$ cat src/rtl/hilo_muldiv_unit.sv
// Iterative radix-2 multiply/divide engine producing HI/LO register writes for
// MULT, MULTU, DIV and DIVU with a fixed 33-cycle latency.
module hilo_muldiv_unit #(
    parameter int DATA_W = 32
) (
    input  logic              clk,
    input  logic              rst,
    input  logic              start,
    input  logic [1:0]        op,
    input  logic [DATA_W-1:0] src_a,
    input  logic [DATA_W-1:0] src_b,
    input  logic              cancel,
    output logic              busy,
    output logic              done,
    output logic              hi_write,
    output logic [DATA_W-1:0] hi_result,
    output logic              lo_write,
    output logic [DATA_W-1:0] lo_result
);
    localparam int CNT_W = $clog2(DATA_W);

    typedef enum logic [1:0] {S_IDLE, S_MUL, S_DIV, S_DONE} state_t;

    state_t              state_q, state_d;
    logic [CNT_W-1:0]    cnt_q, cnt_d;
    logic                is_div_q, is_div_d;
    logic                sign_a_q, sign_a_d;
    logic                sign_b_q, sign_b_d;
    logic [DATA_W:0]     a_mag_q, a_mag_d;
    logic [DATA_W:0]     b_mag_q, b_mag_d;
    logic [DATA_W-1:0]   a_raw_q, a_raw_d;
    logic [2*DATA_W-1:0] acc_q, acc_d;
    logic [DATA_W-1:0]   hi_q, hi_d;
    logic [DATA_W-1:0]   lo_q, lo_d;

    logic                accept;
    logic                op_signed;
    logic [DATA_W:0]     mul_sum;
    logic [DATA_W+1:0]   div_diff;
    logic [2*DATA_W-1:0] prod_fix;

    // Magnitude in DATA_W+1 bits so the most-negative operand keeps its value.
    function automatic logic [DATA_W:0] abs_mag(input logic [DATA_W-1:0] v, input logic is_signed);
        logic [DATA_W:0] ext;
        ext = {is_signed & v[DATA_W-1], v};
        return (is_signed && v[DATA_W-1]) ? -ext : ext;
    endfunction

    function automatic logic [DATA_W-1:0] cond_neg(input logic [DATA_W-1:0] v, input logic neg);
        return neg ? -v : v;
    endfunction

    function automatic logic [2*DATA_W-1:0] cond_neg2(input logic [2*DATA_W-1:0] v, input logic neg);
        return neg ? -v : v;
    endfunction

    always_ff @(posedge clk or posedge rst) begin
        if (rst) begin
            state_q  <= S_IDLE;
            cnt_q    <= '0;
            is_div_q <= 1'b0;
            sign_a_q <= 1'b0;
            sign_b_q <= 1'b0;
            a_mag_q  <= '0;
            b_mag_q  <= '0;
            a_raw_q  <= '0;
            acc_q    <= '0;
            hi_q     <= '0;
            lo_q     <= '0;
        end else begin
            state_q  <= state_d;
            cnt_q    <= cnt_d;
            is_div_q <= is_div_d;
            sign_a_q <= sign_a_d;
            sign_b_q <= sign_b_d;
            a_mag_q  <= a_mag_d;
            b_mag_q  <= b_mag_d;
            a_raw_q  <= a_raw_d;
            acc_q    <= acc_d;
            hi_q     <= hi_d;
            lo_q     <= lo_d;
        end
    end

    always_comb begin
        state_d   = state_q;
        cnt_d     = cnt_q;
        is_div_d  = is_div_q;
        sign_a_d  = sign_a_q;
        sign_b_d  = sign_b_q;
        a_mag_d   = a_mag_q;
        b_mag_d   = b_mag_q;
        a_raw_d   = a_raw_q;
        acc_d     = acc_q;
        hi_d      = hi_q;
        lo_d      = lo_q;
        prod_fix  = '0;
        op_signed = ~op[0];
        accept    = ((state_q == S_IDLE) || (state_q == S_DONE)) && start && !cancel;
        mul_sum   = {1'b0, acc_q[2*DATA_W-1:DATA_W]} + (b_mag_q[0] ? a_mag_q : '0);
        div_diff  = {1'b0, acc_q[2*DATA_W-1:DATA_W-1]} - {1'b0, b_mag_q};

        case (state_q)
            S_IDLE, S_DONE: begin
                state_d = S_IDLE;
                if (accept) begin
                    is_div_d = op[1];
                    sign_a_d = op_signed & src_a[DATA_W-1];
                    sign_b_d = op_signed & src_b[DATA_W-1];
                    a_mag_d  = abs_mag(src_a, op_signed);
                    b_mag_d  = abs_mag(src_b, op_signed);
                    a_raw_d  = src_a;
                    // Divide starts with the dividend magnitude in the quotient half.
                    acc_d    = op[1] ? {{DATA_W{1'b0}}, a_mag_d[DATA_W-1:0]} : '0;
                    cnt_d    = '0;
                    state_d  = op[1] ? S_DIV : S_MUL;
                end
            end
            S_MUL, S_DIV: begin
                if (state_q == S_MUL) begin
                    acc_d   = {mul_sum, acc_q[DATA_W-1:1]};
                    b_mag_d = b_mag_q >> 1;
                end else if (!div_diff[DATA_W+1]) begin
                    acc_d = {div_diff[DATA_W-1:0], acc_q[DATA_W-2:0], 1'b1};
                end else begin
                    acc_d = {acc_q[2*DATA_W-2:0], 1'b0};
                end
                cnt_d = cnt_q + 1'b1;
                if (cancel) begin
                    state_d = S_IDLE;
                    cnt_d   = '0;
                end else if (cnt_q == CNT_W'(DATA_W-1)) begin
                    state_d = S_DONE;
                    if (!is_div_q) begin
                        prod_fix = cond_neg2(acc_d, sign_a_q ^ sign_b_q);
                        hi_d     = prod_fix[2*DATA_W-1:DATA_W];
                        lo_d     = prod_fix[DATA_W-1:0];
                    end else if (b_mag_q == '0) begin
                        hi_d = a_raw_q;
                        lo_d = '1;
                    end else begin
                        hi_d = cond_neg(acc_d[2*DATA_W-1:DATA_W], sign_a_q);
                        lo_d = cond_neg(acc_d[DATA_W-1:0], sign_a_q ^ sign_b_q);
                    end
                end
            end
            default: state_d = S_IDLE;
        endcase
    end

    always_comb begin
        busy      = (state_q == S_MUL) || (state_q == S_DIV);
        done      = (state_q == S_DONE) && !cancel;
        hi_write  = done;
        lo_write  = done;
        hi_result = hi_q;
        lo_result = lo_q;
    end

endmodule

$ cat config.mk
export PLATFORM = sky130hd
export DESIGN_NAME = hilo_muldiv_unit
export DESIGN_NICKNAME = d
export VERILOG_FILES = /design/src/rtl/hilo_muldiv_unit.sv
export SDC_FILE = /design/constraint.sdc
export NUM_CORES = 1
export LEC_CHECK = 0
export CORE_UTILIZATION = 55
export DETAILED_ROUTE_END_ITERATION = 10
export PLACE_DENSITY = 0.79
export SKIP_CTS_REPAIR_TIMING = 1
export SLEW_MARGIN = 20
export SYNTH_ARGS = -nofsm -noshare
export SYNTH_HDL_FRONTEND = slang
export SYNTH_SLANG_ARGS = --single-unit
$ cat constraint.sdc
create_clock -name clk -period 7.3 [get_ports clk]
set_input_delay 0.73 -clock clk [delete_from_list [all_inputs] [get_ports clk]]
set_output_delay 0.73 -clock clk [all_outputs]
set_load 0.005 [all_outputs]
==> results.toml, run 1 <==
[clock_tree]
cts_num_sinks = 235
cts_tree = "yes"
clock_root_buffer = "sky130_fd_sc_hd__clkbuf_16"
cts-buffers-inserted = 28
cts.path.max_buffers = 3
clock_h_tree_levels = 1
clock_latency_ns = 0.60
cts.clk_slew.worst_paths_ns = 0.06

[timing]
final-max-slew-violation-count = 0
portion_of_the_clock_cycle_consumed_by_the_worst_path_in_the_final_layout_pct = 83.1
fin_worst_skew_ns = 0.0491
fin_tns_setup_ns = 0
slew_headroom_pct = 18.3
final_hold_violation_count = 0
setup_repair_after_global_routing_missed_its_margin = "no"
finalCriticalPeriod_ns = 6.07
fin_ws_ns = 1.23
max_freq_mhz = 165
setup_violators_final = 0
tightestPinTransition_ns = 1.21

[detailed_routing]
via_count = 18444
postRouteAntennaNets = 0
detail_route.drc_violations = 0
drt_pass1_iterations = 8
vias_per_cell = 6.65
routed_len_inst_um = 23.0
drt-initial-drc-count = 1914
wl_mm = 63.9

[logic_synthesis]
yosysUniqueCellTypes = 97
synthMostInstantiatedCell = "sky130_fd_sc_hd__dfrtp_1"
synth.net_count = 2386
ys_async_sr_fraction_pct = 100
synth_edf_count = 0
post_synth_instance_area_um2 = 18600
synthesis.area_per_instance_um2 = 8.32
synth_seq_cells = 235
synth_warnings = 0
synthDominantAreaCellType = "sky130_fd_sc_hd__dfrtp_1"
synth.cells.most_frequent = "sky130_fd_sc_hd__dfrtp_1 (235), sky130_fd_sc_hd__nand2_1 (219), sky130_fd_sc_hd__a21oi_1 (201)"
seq_area_frac_synth_pct = 31.5
synthCells = 2240
yosys_most_used_dff = "sky130_fd_sc_hd__dfrtp_1"
synth.top_cells.by_area = "sky130_fd_sc_hd__dfrtp_1 (32%), sky130_fd_sc_hd__a21oi_1 (5.4%), sky130_fd_sc_hd__o21ai_0 (5.1%), sky130_fd_sc_hd__ha_1 (5.0%), sky130_fd_sc_hd__nand2_1 (4.4%)"
yosys.area.top_type_share_pct = 31.5

[global_route]
global_route.overflow_total = 0
largest_net_degree_at_the_start_of_global_routing = 123
via_count_of_the_first_global_routing_pass = 17550
antenna_violations_before_repair = 1
overall_fraction_of_global_route_tracks_in_use_pct = 36.9
grt_pass1_wl_mm = 98.6

[worst_setup_path]
required_ns = 7.74
ff2ff_path_depth = 22
worst-endpoint-arrival_ns = 6.51
worstSetupPathType = "reg2reg"
timing.rr.start = "acc_q[31]$_DFFE_PP0P_"
worstSetupEndpoint = "hi_result[26]$_DFFE_PP0P_"
crit_fanout = 9
crit_reg_reg_endpoint = "hi_result[26]$_DFFE_PP0P_"
slack_of_the_worst_reg_to_reg_path_ns = 1.23
crit_path_start = "acc_q[31]$_DFFE_PP0P_"
timing.critical_path.from_type = "flop"
setup.worst_path.end_class = "flop"

[die]
floorplan.rows = 67
die_x_um = 186
fp.dieArea_um2 = 34600
floorplan.die.height_um = 186
fp.coreArea_um2 = 33400
top_level_ports = 138
floorplan.initialDensity_pct = 55.8

[cells_and_area]
stdcell_area_um2 = 21400
design.final.nets = 2451
final_layout_size_suffix_gt1_share_pct = 8.98
flow.area_growth_from_synthesis_pct = 14.6
post_layout_nonfiller_instances = 2775
antennaDiodeCount = 0

[place]
dp_slack_ns = 1.41
post_detail_place_hpwl_mm = 47.7
dpl-instance-area_um2 = 20300
numPortBuffers = 137
gp_congestion = 1.02
dpl.cell_count = 2723

[hold_path]
hp-class = "reg2reg"
hold_path_depth = 2

[job]
drv.max_cap_violation_count = 0

[pwr]
ir_drop_mv = 0.347
leakagePower_nw = 8.70
totalPowerFinal_mw = 11.9
power_per_cell_area_nw_per_um2 = 556

[status]
status = "completed"
## registers in the layout, indices dropped and copies added, names as in the netlist, 2 cells and up
| signal | cells |
|---|---|
| state_q | 2 |
| lo_result | 32 |
| acc_q | 64 |
| b_mag_q | 33 |
| cnt_q | 5 |
| a_mag_q | 33 |
| a_raw_q | 31 |
| hi_result | 32 |
## cell type report
cell class                      instances  area (um^2)
Inverter                               73          283
Clock buffer                           36          811
Multi-Input combinational cell       1797        12000
Sequential cell                       235         5880
Timing Repair Buffer                  170         1630
Fill cell                            2848        12100
Tap cell                              448          561
Clock inverter                         16          224
## report_power, final
part	leakage (nW)	internal [mW]	total [mW]	switching [mW]
combinational	5.21	2.93	8.06	5.13
sequential	2.98	1.76	2.27	0.512
clock	0.509	0.931	1.55	0.622
## worst min path at each step
stage | start | to | slack [ns]
3_3_place_gp | hi_result[4]$_DFFE_PP0P_ | hi_result[4]$_DFFE_PP0P_ | 0.46
3_5_place_dp | cnt_q[3]$_DFFE_PP0P_ | cnt_q[3]$_DFFE_PP0P_ | 0.47
5_1_grt | hi_result[6]$_DFFE_PP0P_ | hi_result[6]$_DFFE_PP0P_ | 0.50
4_1_cts | cnt_q[3]$_DFFE_PP0P_ | cnt_q[3]$_DFFE_PP0P_ | 0.48
2_1_floorplan | a_mag_q[31]$_DFFE_PP0P_ | a_mag_q[31]$_DFFE_PP0P_ | 0.44
6_report | hi_result[6]$_DFFE_PP0P_ | hi_result[6]$_DFFE_PP0P_ | 0.48
## cells by family after synthesis
kind of cell / count (synthesis) / share of synthesized area, %
buffers and inverters: 208 / 4.50
AO/OA/AOI/OAI: 737 / 25.9
XOR/XNOR: 170 / 7.98
flip-flops: 235 / 31.5
adder cells (fa/ha/maj): 76 / 5.18
AND/OR/NAND/NOR: 707 / 18.7
multiplexers: 107 / 6.23
## stage by stage
| step | util, % | hold slack (ns) |
|---|---|---|
| floorplan | - | 0.440 |
| global placement | 60.8 | 0.462 |
| detailed placement | 60.8 | 0.471 |
| CTS | 63.9 | 0.484 |
| global route | 63.9 | 0.501 |
| finish | 63.9 | 0.477 |
## metal layers
metal  part of all wire (%)  vias to the layer above  GRT usage, %  routed length, um
met4                    6.1                        0          19.8               3870
met2                     44                      919          58.5              28400
met3                    8.7                      221          6.83               5570
met5                      0                        -             0                  0
li1                       -                     8393             -                  -
met1                     41                     8911          47.9              26100
## cells in the final DEF, fill, tap and decap left out, types with 46 or more instances in the layout
master and instances:
sky130_fd_sc_hd__ha_1 72, sky130_fd_sc_hd__a21oi_1 201, sky130_fd_sc_hd__xnor2_1 92, sky130_fd_sc_hd__and2_1 46
sky130_fd_sc_hd__dfrtp_1 235, sky130_fd_sc_hd__nor2_1 154, sky130_fd_sc_hd__inv_1 71, sky130_fd_sc_hd__xor2_1 76
sky130_fd_sc_hd__clkdlybuf4s50_1 137, sky130_fd_sc_hd__nand2_1 218, sky130_fd_sc_hd__nand3_1 64, sky130_fd_sc_hd__o21ai_0 191
sky130_fd_sc_hd__mux2_2 72
## critical path: stages, from the launching register on
cell and delay (ns):
sky130_fd_sc_hd__dfrtp_1 0.40, sky130_fd_sc_hd__inv_1 0.21, sky130_fd_sc_hd__ha_1 0.24, sky130_fd_sc_hd__and2b_1 0.23
sky130_fd_sc_hd__o2111ai_4 0.30, sky130_fd_sc_hd__a2111oi_4 0.14, sky130_fd_sc_hd__o31ai_2 0.39, sky130_fd_sc_hd__nand2_1 0.21
sky130_fd_sc_hd__mux2_2 0.34, sky130_fd_sc_hd__inv_1 0.07, sky130_fd_sc_hd__ha_1 0.21, sky130_fd_sc_hd__nand2_1 0.08
sky130_fd_sc_hd__or4_1 0.57, sky130_fd_sc_hd__or4_1 0.58, sky130_fd_sc_hd__nand2b_1 0.25, sky130_fd_sc_hd__nor3_2 0.21
sky130_fd_sc_hd__buf_4 0.23, sky130_fd_sc_hd__nand2_1 0.07, sky130_fd_sc_hd__nor4_1 0.51, sky130_fd_sc_hd__a41oi_1 0.22
sky130_fd_sc_hd__xnor2_1 0.19, sky130_fd_sc_hd__o22ai_1 0.16, sky130_fd_sc_hd__o21ai_1 0.09
Power figures use the tool's default switching activity.
==> run 2: changes to the inputs <==
Clock period 7.3 ns to 5.3 ns, I/O delays scaled along.
==> run 2 against run 1 <==
Compared with the run above: hold slack got worse by 0.048 ns; combinational power increased by 53%; critical path depth unchanged; final area increased by 3.4%; first-iteration DRC count decreased by 1.3%; largest cell class unchanged.
==> results.toml, run 2 (same netlist as run 1, synthesis figures left out) <==
[status]
status = "completed"

[pwr]
power.share.clock_pct = 12.0
leakagePower_nw = 9.11
netSwitchingFraction_pct = 52.3
seq_power_share_pct = 17.4
power_per_cell_area_nw_per_um2 = 790
power.switching_mw = 9.13
ir_drop_mv = 0.587
design_internal_power_mw = 8.33
comb_power_share_pct = 70.6
totalPowerFinal_mw = 17.5

[detailed_routing]
via_count = 18825
drt-initial-drc-count = 1890
vias_per_cell = 6.58
postRouteAntennaNets = 0
detail_route.drc_violations = 0
wl_mm = 69.5
routed_len_inst_um = 24.3
drt_pass1_iterations = 5

[job]
drv.max_cap_violation_count = 0

[clock_tree]
cts_tree = "yes"
clock_latency_ns = 0.58
cts_num_sinks = 235
cts.path.max_buffers = 3
cts.clk_slew.worst_paths_ns = 0.07
clock_h_tree_levels = 1
clock_root_buffer = "sky130_fd_sc_hd__clkbuf_16"
cts-buffers-inserted = 28

[worst_setup_path]
worst-endpoint-arrival_ns = 5.57
crit_fanout = 6
required_ns = 5.73
timing.critical_path.from_type = "flop"
setup.worst_path.end_class = "flop"
worstSetupPathType = "reg2reg"

[timing]
final-max-slew-violation-count = 0
max_freq_mhz = 194
tightestPinTransition_ns = 1.15
timing.hold.ws_ns = 0.429
portion_of_the_clock_cycle_consumed_by_the_worst_path_in_the_final_layout_pct = 97.1
finalCriticalPeriod_ns = 5.15
slew_headroom_pct = 22.7
fin_worst_skew_ns = 0.0199
final_hold_violation_count = 0
setup_violators_final = 0

[cells_and_area]
largest_register_ffs = 64
largest_registers = "acc_q: 64 flops, a_mag_q: 33 flops, b_mag_q: 33 flops"
max_flop_register = "acc_q"
final_util_pct = 66.0
design.final.nets = 2536
antennaDiodeCount = 0
final_layout_size_suffix_gt1_share_pct = 12.8
most_common_cell_after_layout_fill_and_taps_aside = "sky130_fd_sc_hd__dfrtp_1"
stdcell_area_um2 = 22100
post_layout_nonfiller_instances = 2860
most_frequent_cells_in_the_layout = "sky130_fd_sc_hd__dfrtp_1 (235), sky130_fd_sc_hd__nand2_1 (217), sky130_fd_sc_hd__a21oi_1 (196)"
flow.area_growth_from_synthesis_pct = 18.5

[global_route]
via_count_of_the_first_global_routing_pass = 17649
largest_net_degree_at_the_start_of_global_routing = 148
grt_pass1_wl_mm = 104
antenna_violations_before_repair = 2
global_route.overflow_total = 0
overall_fraction_of_global_route_tracks_in_use_pct = 39.8

[hold_path]
hp-class = "in2async"

[place]
dpl.cell_count = 2806
dpl-instance-area_um2 = 21000
post_detail_place_hpwl_mm = 52.9
numPortBuffers = 137
gp_congestion = 0.966

[die]
top_level_ports = 138
fp.dieArea_um2 = 34600
floorplan.initialDensity_pct = 55.8
floorplan.rows = 67
fp.coreArea_um2 = 33400
floorplan.die.height_um = 186
die_x_um = 186
run 2: changes by cell type in the layout (fill, tap and decap cells not counted), sizes merged:
cell      delta
buf         +85
clkinvlp     +6
clkbuf       -5
inv          -2
clkinv       +1
run 2: final cells by class:
cell class | count | area [um^2]
Clock buffer | 31 | 742
Sequential cell | 235 | 5880
Inverter | 73 | 279
Multi-Input combinational cell | 1797 | 12100
Timing Repair Buffer | 255 | 2290
Fill cell | 2843 | 11400
Clock inverter | 21 | 241
Tap cell | 448 | 561
run 2: worst paths after layout:
path	depth (start not counted)	endpoint	slack, ns	from
setup / recovery	22	hi_result[18]$_DFFE_PP0P_	0.15	acc_q[41]$_DFFE_PP0P_
hold / removal	3	hi_result[6]$_DFFE_PP0P_	0.43	rst
setup reg to reg	22	hi_result[18]$_DFFE_PP0P_	0.15	acc_q[41]$_DFFE_PP0P_
hold reg to reg	2	a_raw_q[1]$_DFFE_PP0P_	0.47	a_raw_q[1]$_DFFE_PP0P_
max in group asynchronous	3	lo_result[16]$_DFFE_PP0P_	4.03	rst
min in group clk	2	a_raw_q[1]$_DFFE_PP0P_	0.47	a_raw_q[1]$_DFFE_PP0P_
run 2: power by group through the flow:
stage	sequential [mW]	clock, mW	combinational [mW]
final	3.04	2.09	12.3
after global routing	3.10	2.17	13.2
after CTS	3.02	2.10	11.9
after detailed placement	3.05	0	11.9
after global placement	3.01	0	11.7
after floorplan	2.81	0	8.05
run 2: worst max-delay path, cell delays in order, from the launching register on:
cell and delay, ns:
sky130_fd_sc_hd__dfrtp_1 0.42, sky130_fd_sc_hd__ha_1 0.32, sky130_fd_sc_hd__buf_4 0.17, sky130_fd_sc_hd__nand4_1 0.12, sky130_fd_sc_hd__nor2_1 0.06, sky130_fd_sc_hd__a22o_1 0.24
sky130_fd_sc_hd__o31ai_4 0.36, sky130_fd_sc_hd__nand2_2 0.14, sky130_fd_sc_hd__mux2_2 0.30, sky130_fd_sc_hd__inv_1 0.06, sky130_fd_sc_hd__ha_1 0.18, sky130_fd_sc_hd__nand2_1 0.07
sky130_fd_sc_hd__or4_1 0.54, sky130_fd_sc_hd__or4_1 0.51, sky130_fd_sc_hd__nand2b_4 0.20, sky130_fd_sc_hd__nor3_4 0.30, sky130_fd_sc_hd__buf_4 0.18, sky130_fd_sc_hd__nand2_1 0.08
sky130_fd_sc_hd__nor4_4 0.19, sky130_fd_sc_hd__a31oi_1 0.14, sky130_fd_sc_hd__xor2_1 0.16, sky130_fd_sc_hd__a2bb2oi_1 0.15, sky130_fd_sc_hd__a31oi_1 0.10
run 2: per-stage QoR:
stage | TNS [ns] | setup slack [ns]
after floorplan | 0 | 0.0287
after global placement | 0 | 0.0784
after detailed placement | -0.0592 | -0.0371
after CTS | -0.152 | -0.0724
after global routing | -0.0388 | -0.0361
final | 0 | 0.151
run 2: per-layer routing:
metal  share of wire, %  GRT usage (%)  up-vias  wire, um
li1                   -              -     8560         -
met1                 41           51.8     9118     28400
met2                 45           63.6      928     31400
met3                8.4           7.61      215      5820
met4                5.5           19.1        4      3850
met5              0.039              0        -        27
==> run 3: changes to the inputs <==
Settings changed: SKIP_LAST_GASP from default to 1.
==> results of run 3 <==
Final layout, timing and power as in run 2 (identical DEF).
